--- src/rtl/ex_mem_stage.sv ---
// EX/MEM pipeline boundary register.
// Latches the execute-stage result and control, owns the architectural {n,v,z} flag register,
// resolves conditional branches against the committed flags and exposes a register-writeback
// forwarding path.
// Optional build macro EX_PERF_CNT_EN adds saturating retired-instruction and bubble counters;
// without it the perf outputs are tied to zero.
module ex_mem_stage #(
  parameter int unsigned DSIZE = 16,
  parameter int unsigned RSIZE = 4
) (
  input  logic             clk,
  input  logic             rst_n,
  input  logic             stall,
  input  logic             flush,
  input  logic             ex_valid,
  input  logic [DSIZE-1:0] alu_out,
  input  logic [2:0]       alu_flag,
  input  logic             ex_flag_we,
  input  logic [RSIZE-1:0] ex_rd,
  input  logic             ex_reg_we,
  input  logic             ex_mem_re,
  input  logic             ex_mem_we,
  input  logic [DSIZE-1:0] ex_store_data,
  input  logic             ex_is_branch,
  input  logic [2:0]       ex_br_cond,
  input  logic [DSIZE-1:0] ex_br_target,
  output logic             mem_valid,
  output logic [DSIZE-1:0] mem_alu_out,
  output logic [DSIZE-1:0] mem_store_data,
  output logic [RSIZE-1:0] mem_rd,
  output logic             mem_reg_we,
  output logic             mem_mem_re,
  output logic             mem_mem_we,
  output logic [2:0]       last_flag,
  output logic             br_taken,
  output logic [DSIZE-1:0] br_target,
  output logic             fwd_valid,
  output logic [RSIZE-1:0] fwd_rd,
  output logic [DSIZE-1:0] fwd_data,
  output logic [15:0]      perf_instr,
  output logic [15:0]      perf_bubble
);

  logic adv;
  logic cond_met;
  logic br_fire;
  logic flag_n, flag_v, flag_z;

  assign adv = !stall && !flush;
  assign {flag_n, flag_v, flag_z} = last_flag;

  // Branch condition uses committed flags only, never this instruction's alu_flag.
  always_comb begin
    cond_met = 1'b0;
    unique case (ex_br_cond)
      3'b000: cond_met = !flag_z;
      3'b001: cond_met = flag_z;
      3'b010: cond_met = !flag_z && !flag_n;
      3'b011: cond_met = flag_n;
      3'b100: cond_met = !flag_n;
      3'b101: cond_met = flag_z || flag_n;
      3'b110: cond_met = flag_v;
      3'b111: cond_met = 1'b1;
      default: cond_met = 1'b0;
    endcase
  end

  assign br_fire = ex_valid && ex_is_branch && cond_met;

  // Pipeline register: flush kills control, stall holds (but drops the redirect pulse).
  always_ff @(posedge clk or negedge rst_n) begin
    if (!rst_n) begin
      mem_valid      <= 1'b0;
      mem_alu_out    <= '0;
      mem_store_data <= '0;
      mem_rd         <= '0;
      mem_reg_we     <= 1'b0;
      mem_mem_re     <= 1'b0;
      mem_mem_we     <= 1'b0;
      br_taken       <= 1'b0;
      br_target      <= '0;
    end else if (flush) begin
      mem_valid  <= 1'b0;
      mem_reg_we <= 1'b0;
      mem_mem_re <= 1'b0;
      mem_mem_we <= 1'b0;
      br_taken   <= 1'b0;
    end else if (stall) begin
      br_taken <= 1'b0;
    end else begin
      mem_valid      <= ex_valid;
      mem_alu_out    <= alu_out;
      mem_store_data <= ex_store_data;
      mem_rd         <= ex_rd;
      mem_reg_we     <= ex_valid && ex_reg_we;
      mem_mem_re     <= ex_valid && ex_mem_re;
      mem_mem_we     <= ex_valid && ex_mem_we;
      br_taken       <= br_fire;
      if (br_fire) begin
        br_target <= ex_br_target;
      end
    end
  end

  // Architectural flag register; a flag-writing branch still evaluated against the old value.
  always_ff @(posedge clk or negedge rst_n) begin
    if (!rst_n) begin
      last_flag <= 3'b000;
    end else if (adv && ex_valid && ex_flag_we) begin
      last_flag <= alu_flag;
    end
  end

  // Loads are not forwarded: their data only exists after the memory access.
  assign fwd_valid = mem_valid && mem_reg_we && !mem_mem_re && (mem_rd != '0);
  assign fwd_rd    = mem_rd;
  assign fwd_data  = mem_alu_out;

`ifdef EX_PERF_CNT_EN
  logic [15:0] perf_instr_q;
  logic [15:0] perf_bubble_q;

  // Saturating counters; a stall edge counts nothing, a flush edge counts as a bubble.
  always_ff @(posedge clk or negedge rst_n) begin
    if (!rst_n) begin
      perf_instr_q  <= 16'd0;
      perf_bubble_q <= 16'd0;
    end else begin
      if (adv && ex_valid && (perf_instr_q != 16'hFFFF)) begin
        perf_instr_q <= perf_instr_q + 16'd1;
      end
      if ((flush || (adv && !ex_valid)) && (perf_bubble_q != 16'hFFFF)) begin
        perf_bubble_q <= perf_bubble_q + 16'd1;
      end
    end
  end

  assign perf_instr  = perf_instr_q;
  assign perf_bubble = perf_bubble_q;
`else
  assign perf_instr  = 16'd0;
  assign perf_bubble = 16'd0;
`endif

endmodule
--- config.mk ---
export PLATFORM = sky130hd
export DESIGN_NAME = ex_mem_stage
export DESIGN_NICKNAME = d
export VERILOG_FILES = /design/src/rtl/ex_mem_stage.sv
export SDC_FILE = /design/constraint.sdc
export NUM_CORES = 1
export LEC_CHECK = 0
export BUFFER_PORTS_ARGS = -buffer_cell sky130_fd_sc_hd__buf_2
export CORE_UTILIZATION = 35
export DETAILED_ROUTE_END_ITERATION = 8
export GPL_TIMING_DRIVEN = 0
export PLACE_DENSITY = 0.69
export SETUP_SLACK_MARGIN = 0.2
export SLEW_MARGIN = 20
export SYNTH_ARGS = -nofsm -noshare
export SYNTH_HDL_FRONTEND = slang
export SYNTH_SLANG_ARGS = --single-unit
--- constraint.sdc ---
create_clock -name clk -period 2.9 [get_ports clk]
set_input_delay 0.435 -clock clk [delete_from_list [all_inputs] [get_ports clk]]
set_output_delay 0.435 -clock clk [all_outputs]
set_load 0.005 [all_outputs]
# Yosys cells after proc, flatten, opt, wreduce, memory -nomap -nowiden
# Index checks and enable logic that the tools add are counted.
# totals
regBits	60
in_bits	68
out_inout_bits	113
wordCells	53
# op_classes
n_eq_ne	8
muxes	11
bitwise	2
n_reduce_logical	22
# op_table
op	n
== test 3 bit, second input constant	4
logical AND 1 bit	12
2-to-1 mux 1 bit	10
case mux 1 bit (8 select lines)	1
== test 3 x 2 -> 1 bit, second input constant	2
zero test 1 bit	5
nonzero test 4 bit	1
== test 3 x 1 -> 1 bit, second input constant	1
zero test 3 bit	1
AND reduction 3 bit	1
inequality test 2 x 1 -> 1 bit, second input constant	1
inverter 1 bit	2
AND reduction 2 bit	1
logical OR 1 bit	1

# Longest topological paths before layout
# Gate-level depths: netlist (run 1).
# depth
word_depth	6
ltp_mapped	6
depth_no_buf	4

# Least setup slack after synthesis (run 1)
# OpenSTA, ideal clock, no wires.
# synth_timing
path_kind	input to register
startpoint	input port ex_br_cond[2]
endpoint	register br_target[0]
setup_ns	0.125
arrival_ns	1.635
t_required_ns	2.775
slack_ns	1.140
stages	6
path_buffers	2
path_cell_list	nand2b_1 -> a311o_1 -> and4_1 -> buf_6 -> buf_12 -> mux2_4
# synth_via
elab_chain_len	4
word_cells_on_any_way	11
cone_classes	eq/ne (7); mux (1); reduce/logical (3)
# synth_rtl
item	line_no	source
from (decl)	25	input logic [2:0] ex_br_cond,
== test 3 bit, or another cell as far along	55	unique case (ex_br_cond)
case mux 1 bit (8 select lines) (*)	55	
logical AND 1 bit (*)	68	assign br_fire = ex_valid && ex_is_branch && cond_met;
AND reduction 3 bit (no line) (*)	n/a	
to (signal assigned)	100	br_target <= ex_br_target;
to (decl)	36	output logic [DSIZE-1:0] br_target,
# Every way passes the cells marked *; elsewhere a longest branch is shown, timed or not.
# A chain may end at the register's enable or synchronous reset.

# Final worst setup path (run 1)
# layout_timing
startpoint	register mem_rd[1], in the netlist fwd_rd[1]
endpoint	output port fwd_valid
# layout_via
elab_chain_len	2
# layout_rtl
item	line_no	source
from (decl)	30	output logic [RSIZE-1:0] mem_rd,
from (signal assigned)	94	mem_rd <= ex_rd;
nonzero test 4 bit	115	assign fwd_valid = mem_valid && mem_reg_we && !mem_mem_re && (mem_rd != '0);
logical AND 1 bit	115	
to (decl)	37	output logic fwd_valid,
# No other way between the ends.

==> results.txt, run 1 <==
----------------------------------------------------
[Run status]
  Run status ... complete, no violations

[Synthesis]
  Area fraction of the dominant cell type after synthesis ... 54.77%
  Share of synthesized flip-flops with an asynchronous set or reset ... 100.0%
  Synthesized area per cell ... around 14 um^2
  Leading area contributor after synthesis ... dfrtp_1
  Count of synthesis-stage warnings from yosys ... 0
  Synthesized instance count ... 198
  Leading cell types by count after synthesis ... dfrtp_1, buf_4, mux2_2
  Number of enable flip-flop cells after synthesis ... 0
  Top cells by area in the synthesized netlist ... dfrtp_1, mux2_2, buf_4, mux2_4, a22oi_1
  Flop and latch count out of synthesis ... 60
  Part of the Yosys area used for sequential elements ... 54.77%
  Summed instance area of the synthesized netlist ... 2741 um^2
  Prevailing post-synth register cell ... dfrtp_1
  Most common cell in the synthesized netlist ... dfrtp_1
  Unique masters post-synth ... 25

[Finish]
  Area occupied by registers ... 1501 um^2
  Fraction of layout instances using a drive strength above 1 ... a little over two thirds
  # fillers ... 684
  Layout Nets ... between 400 and 500
  Area growth from synthesis to layout ... 43.27%
  Area taken by multi-input logic gates ... 914.6 um^2
  Final design utilization ... between 50% and 60%
  Number of antenna repair diodes ... 0

[Worst setup path]
  Critical path fanouts, max ... 4
  Critical path required time ... 2.47 ns
  Maximum cell stage delay along the critical path ... approximately 0.42 ns
  Data arrival, critical path ... 1.33 ns
  CP endpoint kind ... primary output
  Kind of cell adding the most delay to the critical path ... simple AND/OR/NAND/NOR gates
  Worst path buffer plus inverter count ... 1
  Crit Path Class ... reg2out
  CP Launch Type ... register
  Cell-by-cell listing of the critical path ... nor4_1, nor3_1, buf_2
  Beginning of the worst register-to-register path ... last_flag[1]$_DFFE_PN0P_
  Cells on worst reg2reg path ... 6
  Endpoint of the most critical register-to-register path ... br_target[5]$_DFFE_PN0P_
  Cell at the slowest stage of the critical path ... dfrtp_1
  FF-to-FF setup slack ... 1.16 ns

[Timing]
  Relative max-transition margin ... 50.94%
  Final-layout setup total negative slack ... 0 ns
  Worst setup skew after layout ... 0.001644 ns
  Final Critical Period ... 1.768 ns
  Max Clock Freq ... 0.5657 GHz
  Final number of hold-violating endpoints ... 0
  Count of pins over their slew limit ... 0
  Total of endpoints with negative setup slack in the final report ... 0
  Tightest Pin Transition ... 0.7359 ns
  Post-route clock period utilization ... 60.96%
  Unrepaired setup endpoints after global routing ... false

[Floorplan]
  Initial core utilization ... a little under two fifths
  I/O pin count ... 181
  Core Footprint ... ~7400 um^2
  Die width ... 90.50 um
  Die ar. ... 8190 um^2
  Vertical die dimension ... 90.50 um
  Number of placement rows ... 31

[Detailed routing]
  Wire length reported by the detailed router ... ~5.7 mm
  Via count of the routed design ... a little over 2000
  Amount of wire on met3 after detailed routing ... 484 um
  Violation count after the first detailed-routing iteration ... 41
  Routed Antenna Nets ... 0
  Residual DRC count ... 0
  Detail Route met2 WL ... 2.808 mm
  Highest metal layer used by the detailed router ... met4
  TritonRoute pass-1 iters ... 3
  Via density ... 4.110
  Met1 wire length ... between 2 and 2.5 mm
  WL/cell ... between 10 and 15 um

[Place]
  Count of input and output buffers ... ~150
  Final HPWL from detailed placement ... 4.511 mm
  Final estimated routing congestion in global placement ... roughly 0.7

[CTS]
  Post-CTS Repair Setup Buffers ... 0
  CTS buffer count ... 9
  Clock Root Buffer ... clkbuf_8
  Number of buffers inserted by hold repair at cts ... 0
  Number of clock sinks ... 60
  Clock buffer depth ... 2
  CTS resizes ... 0
  Clock tree from TritonCTS ... done
  # H-tree levels ... 3
  Reg clk slew, reported paths ... 0.07 ns
  Worst skew pair latency ... 0.32 ns

[GRT]
  Maximum number of pins on one net before global-route repair ... 61
  Number of antenna violations at the first check in global routing ... 0
  Wire length of the first global-routing pass ... 9.708 mm
  Global routing usage summed across all routing layers ... 15.02%
  Overall overflow remaining after global route ... 0
  Number of global-route vias before repair ... 2049

[Power]
  VDD IR-drop max ... around 250 uV
  Total chip power ... between 2 and 2.5 mW
  Leakage power total ... 2.096 nW
  Pwr per Cell Area ... 614.6 nW/um^2

[Job]
  Max Cap Viol ... 0

[Hold path]
  Min-Delay Path Class ... in2async

----------------------------------------------------
## worst reg2reg max path, delay by kind of cell (launching register included)
kind | cells | cell delay [ns]
AOI/OAI and AO/OA | 1 | 0.30
DFF | 1 | 0.39
buffers and inverters | 2 | 0.29
and+or+nand+nor | 2 | 0.36
muxes | 1 | 0.29
## power by group
group | switching [mW] | total (mW) | leakage, nW | internal (mW)
clock network | 0.327 | 0.749 | 0.0918 | 0.422
logic | 0.202 | 0.581 | 1.28 | 0.379
registers | 0.0949 | 1.08 | 0.721 | 0.990
## area by class of cell
type / instances / area share (%)
flip-flops and latches: 60 / 38.23
plain buffers: 58 / 11.15
clock inverters: 5 / 1.561
repair buffers: 148 / 18.92
inverters: 1 / 0.09557
well taps: 99 / 3.154
multi-input cells: 110 / 23.29
clock buffers: 11 / 3.600
## registers in the layout, indices dropped and copies added (netlist names)
signal and flops:
br_taken 1, last_flag 3, br_target 16, mem_mem_re 1
mem_store_data 16, mem_reg_we 1, fwd_data 16, mem_valid 1
mem_mem_we 1, fwd_rd 4
## per-layer routing
metal / global-route usage, % / vias to the layer above
met4: 7.661 / 0
met1: 17.36 / 926
li1: - / 977
met3: 4.882 / 10
met2: 24.81 / 109
met5: 0 / -
## stage by stage
stage               cell area [um^2]  std cells  worst slack, ns  hold slack, ns
floorplan                       2858        229            1.140          0.1394
global placement                3722        476           0.9337          0.4870
detailed placement              3725        476           0.9069          0.4895
CTS                             3928        492            1.068          0.1899
global route                    3928        492           0.9983          0.2145
finish                          3928        492            1.132          0.1635
## logic make-up after synthesis
| kind of cell | share of synthesized area, % |
|---|---|
| compound gates | 2.419 |
| simple gates | 2.739 |
| flops | 54.77 |
| buf+inv | 16.11 |
| mux | 23.82 |
| other cells | 0.1368 |
## worst max-delay path by stage
stage	startpoint	endpoint	slack (ns)	depth (start not counted)
floorplan	ex_br_cond[2]	br_target[0]$_DFFE_PN0P_	1.14	6
global placement	flush	fwd_data[5]$_DFFE_PN0P_	0.93	5
detailed placement	flush	mem_store_data[11]$_DFFE_PN0P_	0.91	5
CTS	fwd_rd[1]$_DFFE_PN0P_	fwd_valid	1.07	3
global route	fwd_rd[1]$_DFFE_PN0P_	fwd_valid	1.0	3
finish	fwd_rd[1]$_DFFE_PN0P_	fwd_valid	1.13	3
## layout by cell type (no fill, tap or decap)
cell type,netlist,final
buf_2,1,148
dfrtp_1,60,60
buf_4,52,53
mux2_2,46,46
conb_1,1,32
clkbuf_8,0,10
mux2_4,9,9
nor2_1,5,5
buf_1,3,3
a22oi_1,3,3
clkinvlp_4,0,3
nand2b_1,2,2
a21oi_1,2,2
nor4_1,1,1
nand2_1,1,1
nor3_1,1,1
a211oi_1,1,1
nor3b_1,1,1
o21ai_0,1,1
inv_1,1,1
o311a_2,1,1
a311o_1,1,1
and4_1,1,1
buf_6,1,1
buf_12,1,1
and3_1,1,1
nor2b_1,1,1
clkbuf_1,0,1
clkinv_4,0,1
bufinv_16,0,1
Power figures use the tool's default switching activity.
==> run 2: changes to the inputs <==
- ABC_AREA: unset -> 1
- PLACE_DENSITY: 0.69 -> 0.68
- clock period: 2.9 -> 1.8 ns (I/O delays scaled with it)
==> results.txt, run 2 <==
----------------------------------------------------
[Run status]
  Run status ... complete, but fails checks
  Violations in the final reports ... negative hold slack

[CTS]
  Clock tree from TritonCTS ... done
  Number of clock sinks ... 60 (unchanged)
  CTS buffer count ... 9 (unchanged)
  Clock Root Buffer ... clkbuf_8
  Clock buffer depth ... 2 (unchanged)
  Worst skew pair latency ... 0.32 ns (about the same)
  # H-tree levels ... 3 (unchanged)
  Reg clk slew, reported paths ... 0.07 ns (about the same)

[Synthesis]
  Prevailing post-synth register cell ... dfrtp_1
  Most common cell in the synthesized netlist ... dfrtp_1
  Summed instance area of the synthesized netlist ... 2835 um^2 (+3.4%)
  Flop and latch count out of synthesis ... 60 (unchanged)
  Leading cell types by count after synthesis ... dfrtp_1, buf_4, nand2_1
  Share of synthesized flip-flops with an asynchronous set or reset ... 100.0% (unchanged)
  Count of synthesis-stage warnings from yosys ... 0 (unchanged)
  Number of enable flip-flop cells after synthesis ... 0 (unchanged)
  Synthesized area per cell ... 10.86 um^2 (-22%)
  Top cells by area in the synthesized netlist ... dfrtp_1, buf_4, mux2_2, nand2_1, nand4_1
  Leading area contributor after synthesis ... dfrtp_1
  Unique masters post-synth ... 17 (-32%)
  Part of the Yosys area used for sequential elements ... 52.96% (-1.8 points)
  Area fraction of the dominant cell type after synthesis ... 52.96% (-1.8 points)
  Synthesized instance count ... 261 (+32%)

[Worst setup path]
  Endpoint of the most critical register-to-register path ... br_target[2]$_DFFE_PN0P_
  Logic depth of the worst setup path including buffers ... 5 (+2)
  Critical path fanouts, max ... 3 (-1)
  Cells on worst reg2reg path ... 7 (+1)
  Last element of the critical path ... fwd_valid
  Cell-by-cell listing of the critical path ... inv_1, nand4_1, nand4_1, inv_1, buf_2
  CP endpoint kind ... primary output
  Beginning of the worst register-to-register path ... last_flag[0]$_DFFE_PN0P_
  Launching instance or port of the critical path ... fwd_rd[3]$_DFFE_PN0P_
  Worst path buffer plus inverter count ... 3 (+2)
  CP Launch Type ... register
  Kind of cell adding the most delay to the critical path ... flip-flops
  FF-to-FF setup slack ... 0.41 ns (-0.75 ns)
  Crit Path Class ... reg2out
  Maximum cell stage delay along the critical path ... 0.40 ns (-0.02 ns)
  Data arrival, critical path ... 1.13 ns (-0.20 ns)
  Critical path required time ... 1.53 ns (-0.94 ns)
  Cell at the slowest stage of the critical path ... dfrtp_1

[Floorplan]
  Die ar. ... 8465 um^2 (+3.4%)
  Initial core utilization ... 36.50% (-0.50 points)
  Number of placement rows ... 32 (+3.2%)
  Die width ... 92.01 um (+1.7%)
  I/O pin count ... 181 (unchanged)
  Core Footprint ... 7767 um^2 (+4.8%)
  Vertical die dimension ... 92.01 um (+1.7%)

[Finish]
  Layout Nets ... 519 (+14%)
  Number of antenna repair diodes ... 0 (unchanged)
  Most common cell after layout, fill and taps aside ... buf_2
  Commonest cells after routing, fill and taps aside ... buf_2, dfrtp_1, buf_4, nand2_1
  Area growth from synthesis to layout ... 40.95%
  Final instance area ... 3996 um^2 (+1.8%)
  Area taken by multi-input logic gates ... 967.2 um^2 (+5.7%)
  # fillers ... 763 (+12%)
  Area occupied by registers ... 1501 um^2 (unchanged)
  Fraction of layout instances using a drive strength above 1 ... 57.24% (-12 points)

[Timing]
  Max Clock Freq ... a little over 0.7 GHz
  Total of endpoints with negative setup slack in the final report ... 0 (unchanged)
  Relative max-transition margin ... 50.23% (-0.71 points)
  Worst setup skew after layout ... 0.002793 ns (+0.001148 ns)
  Final number of hold-violating endpoints ... 1 (+1)
  Unrepaired setup endpoints after global routing ... false
  Post-route clock period utilization ... a little under 80%
  Hold slack ... -0.003065 ns (-0.1665 ns)
  Count of pins over their slew limit ... 0 (unchanged)
  Final-layout setup total negative slack ... 0 ns (unchanged)
  Final Critical Period ... between 1 and 1.5 ns
  Tightest Pin Transition ... 0.7466 ns (+0.01066 ns)

[Detailed routing]
  Via density ... 4.224 (+2.8%)
  TritonRoute pass-1 iters ... 4 (+1)
  Violation count after the first detailed-routing iteration ... 42 (+2.4%)
  Wire length reported by the detailed router ... 6.157 mm (+7.9%)
  Routed Antenna Nets ... 0 (unchanged)
  WL/cell ... 11.03 um (-4.9%)
  Via count of the routed design ... 2357 (+17%)
  Residual DRC count ... 0 (unchanged)

[Place]
  Final HPWL from detailed placement ... 4.813 mm (+6.7%)
  Count of input and output buffers ... 148 (unchanged)
  Cell area reported after detailed placement ... 3822 um^2 (+2.6%)
  Final estimated routing congestion in global placement ... 0.8529 (+25%)

[Job]
  Max Cap Viol ... 0 (unchanged)

[GRT]
  Number of antenna violations at the first check in global routing ... 0 (unchanged)
  Global routing usage summed across all routing layers ... 15.63% (+0.61 points)
  Wire length of the first global-routing pass ... 10.24 mm (+5.5%)
  Number of global-route vias before repair ... 2239 (+9.3%)
  Overall overflow remaining after global route ... 0 (unchanged)
  Maximum number of pins on one net before global-route repair ... 61 (unchanged)

[Hold path]
  Min-Delay Path Class ... in2async

[Power]
  VDD IR-drop max ... 418.3 uV (+70%)
  Pwr per Cell Area ... 914.8 nW/um^2 (+49%)
  Leakage power total ... 2.277 nW (+8.6%)

----------------------------------------------------
==> run 2: changes by cell type in the layout (fill, tap and decap cells not counted), sizes merged, moves of 3 or more <==
cell | before | now
nand2 | 1 | 50
o21ai | 1 | 5
mux2 | 55 | 32
a22oi | 3 | 0
inv | 1 | 14
clkinv | 1 | 4
nand4 | 0 | 18
nand3 | 0 | 14
==> run 2: stage by stage <==
step	worst slack [ns]	utilization [%]	power [mW]	hold WS [ns]	instances
6_report	0.3961	51.45	3.656	-0.003065	558
5_1_grt	0.2324	51.45	3.917	0.05204	558
4_1_cts	0.3314	51.39	3.723	0.02172	558
3_5_place_dp	0.3016	49.21	2.664	0.3918	542
3_3_place_gp	0.3282	49.18	2.634	0.4515	542
2_1_floorplan	0.5228	-	2.191	-0.02559	292
==> run 2: what timing repair did <==
| action | in CTS | in global routing |
|---|---|---|
| buffers inserted | 0 | 0 |
| hold buffers | 0 | 0 |
| resized for setup | 0 | 1 |
| endpoints found under the setup margin | 0 | 10 |
==> run 2: final cells by class <==
class	instances	share of cell area, %
clock buffers	11	3.538
plain buffers	60	10.90
flip-flops and latches	60	37.57
clock inverters	5	0.6888
repair buffers	148	18.60
well taps	102	3.193
multi-input cells	158	24.20
inverters	14	1.315
==> run 2: logic make-up after synthesis <==
kind of cell / count (synthesis) / share of synthesized area (%)
and+or+nand+nor: 87 / 15.75
buffers and inverters: 74 / 17.21
DFF: 60 / 52.96
muxes: 32 / 12.71
AOI/OAI and AO/OA: 7 / 1.236
other: 1 / 0.1323
==> run 2: power breakdown <==
part           leakage (nW)  switching [mW]  internal, mW
sequential            0.730           0.138          1.58
clock                0.0889           0.504         0.527
combinational          1.46           0.389         0.518
==> run 2: how the worst min path moves through the flow <==
| stage | slack, ns | to | cells past startpoint | start |
|---|---|---|---|---|
| floorplan | -0.03 | br_taken$_DFF_PN0_ | 0 | rst_n |
| global placement | 0.45 | br_target[2]$_DFFE_PN0P_ | 2 | br_target[2]$_DFFE_PN0P_ |
| detailed placement | 0.39 | mem_mem_we$_DFFE_PN0P_ | 1 | rst_n |
| CTS | 0.02 | mem_mem_we$_DFFE_PN0P_ | 1 | rst_n |
| global route | 0.05 | mem_mem_we$_DFFE_PN0P_ | 1 | rst_n |
| finish | -0.003 | mem_mem_we$_DFFE_PN0P_ | 1 | rst_n |
==> run 2: per-layer routing <==
metal	up-vias	wire [um]	track usage [%]
met1	1077	2398	16.81
met4	0	90	7.682
met5	-	0	0
met2	111	3109	26.99
met3	8	558	5.721
li1	1161	-	-
==> run 2: worst register-to-register path, cell delays in order, from the launching register on <==
cell	delay (ns)
dfrtp_1	0.40
inv_1	0.08
nand2_1	0.05
nand2_1	0.05
nand3_1	0.25
buf_2	0.29
nand4_1	0.11
nand2_1	0.06
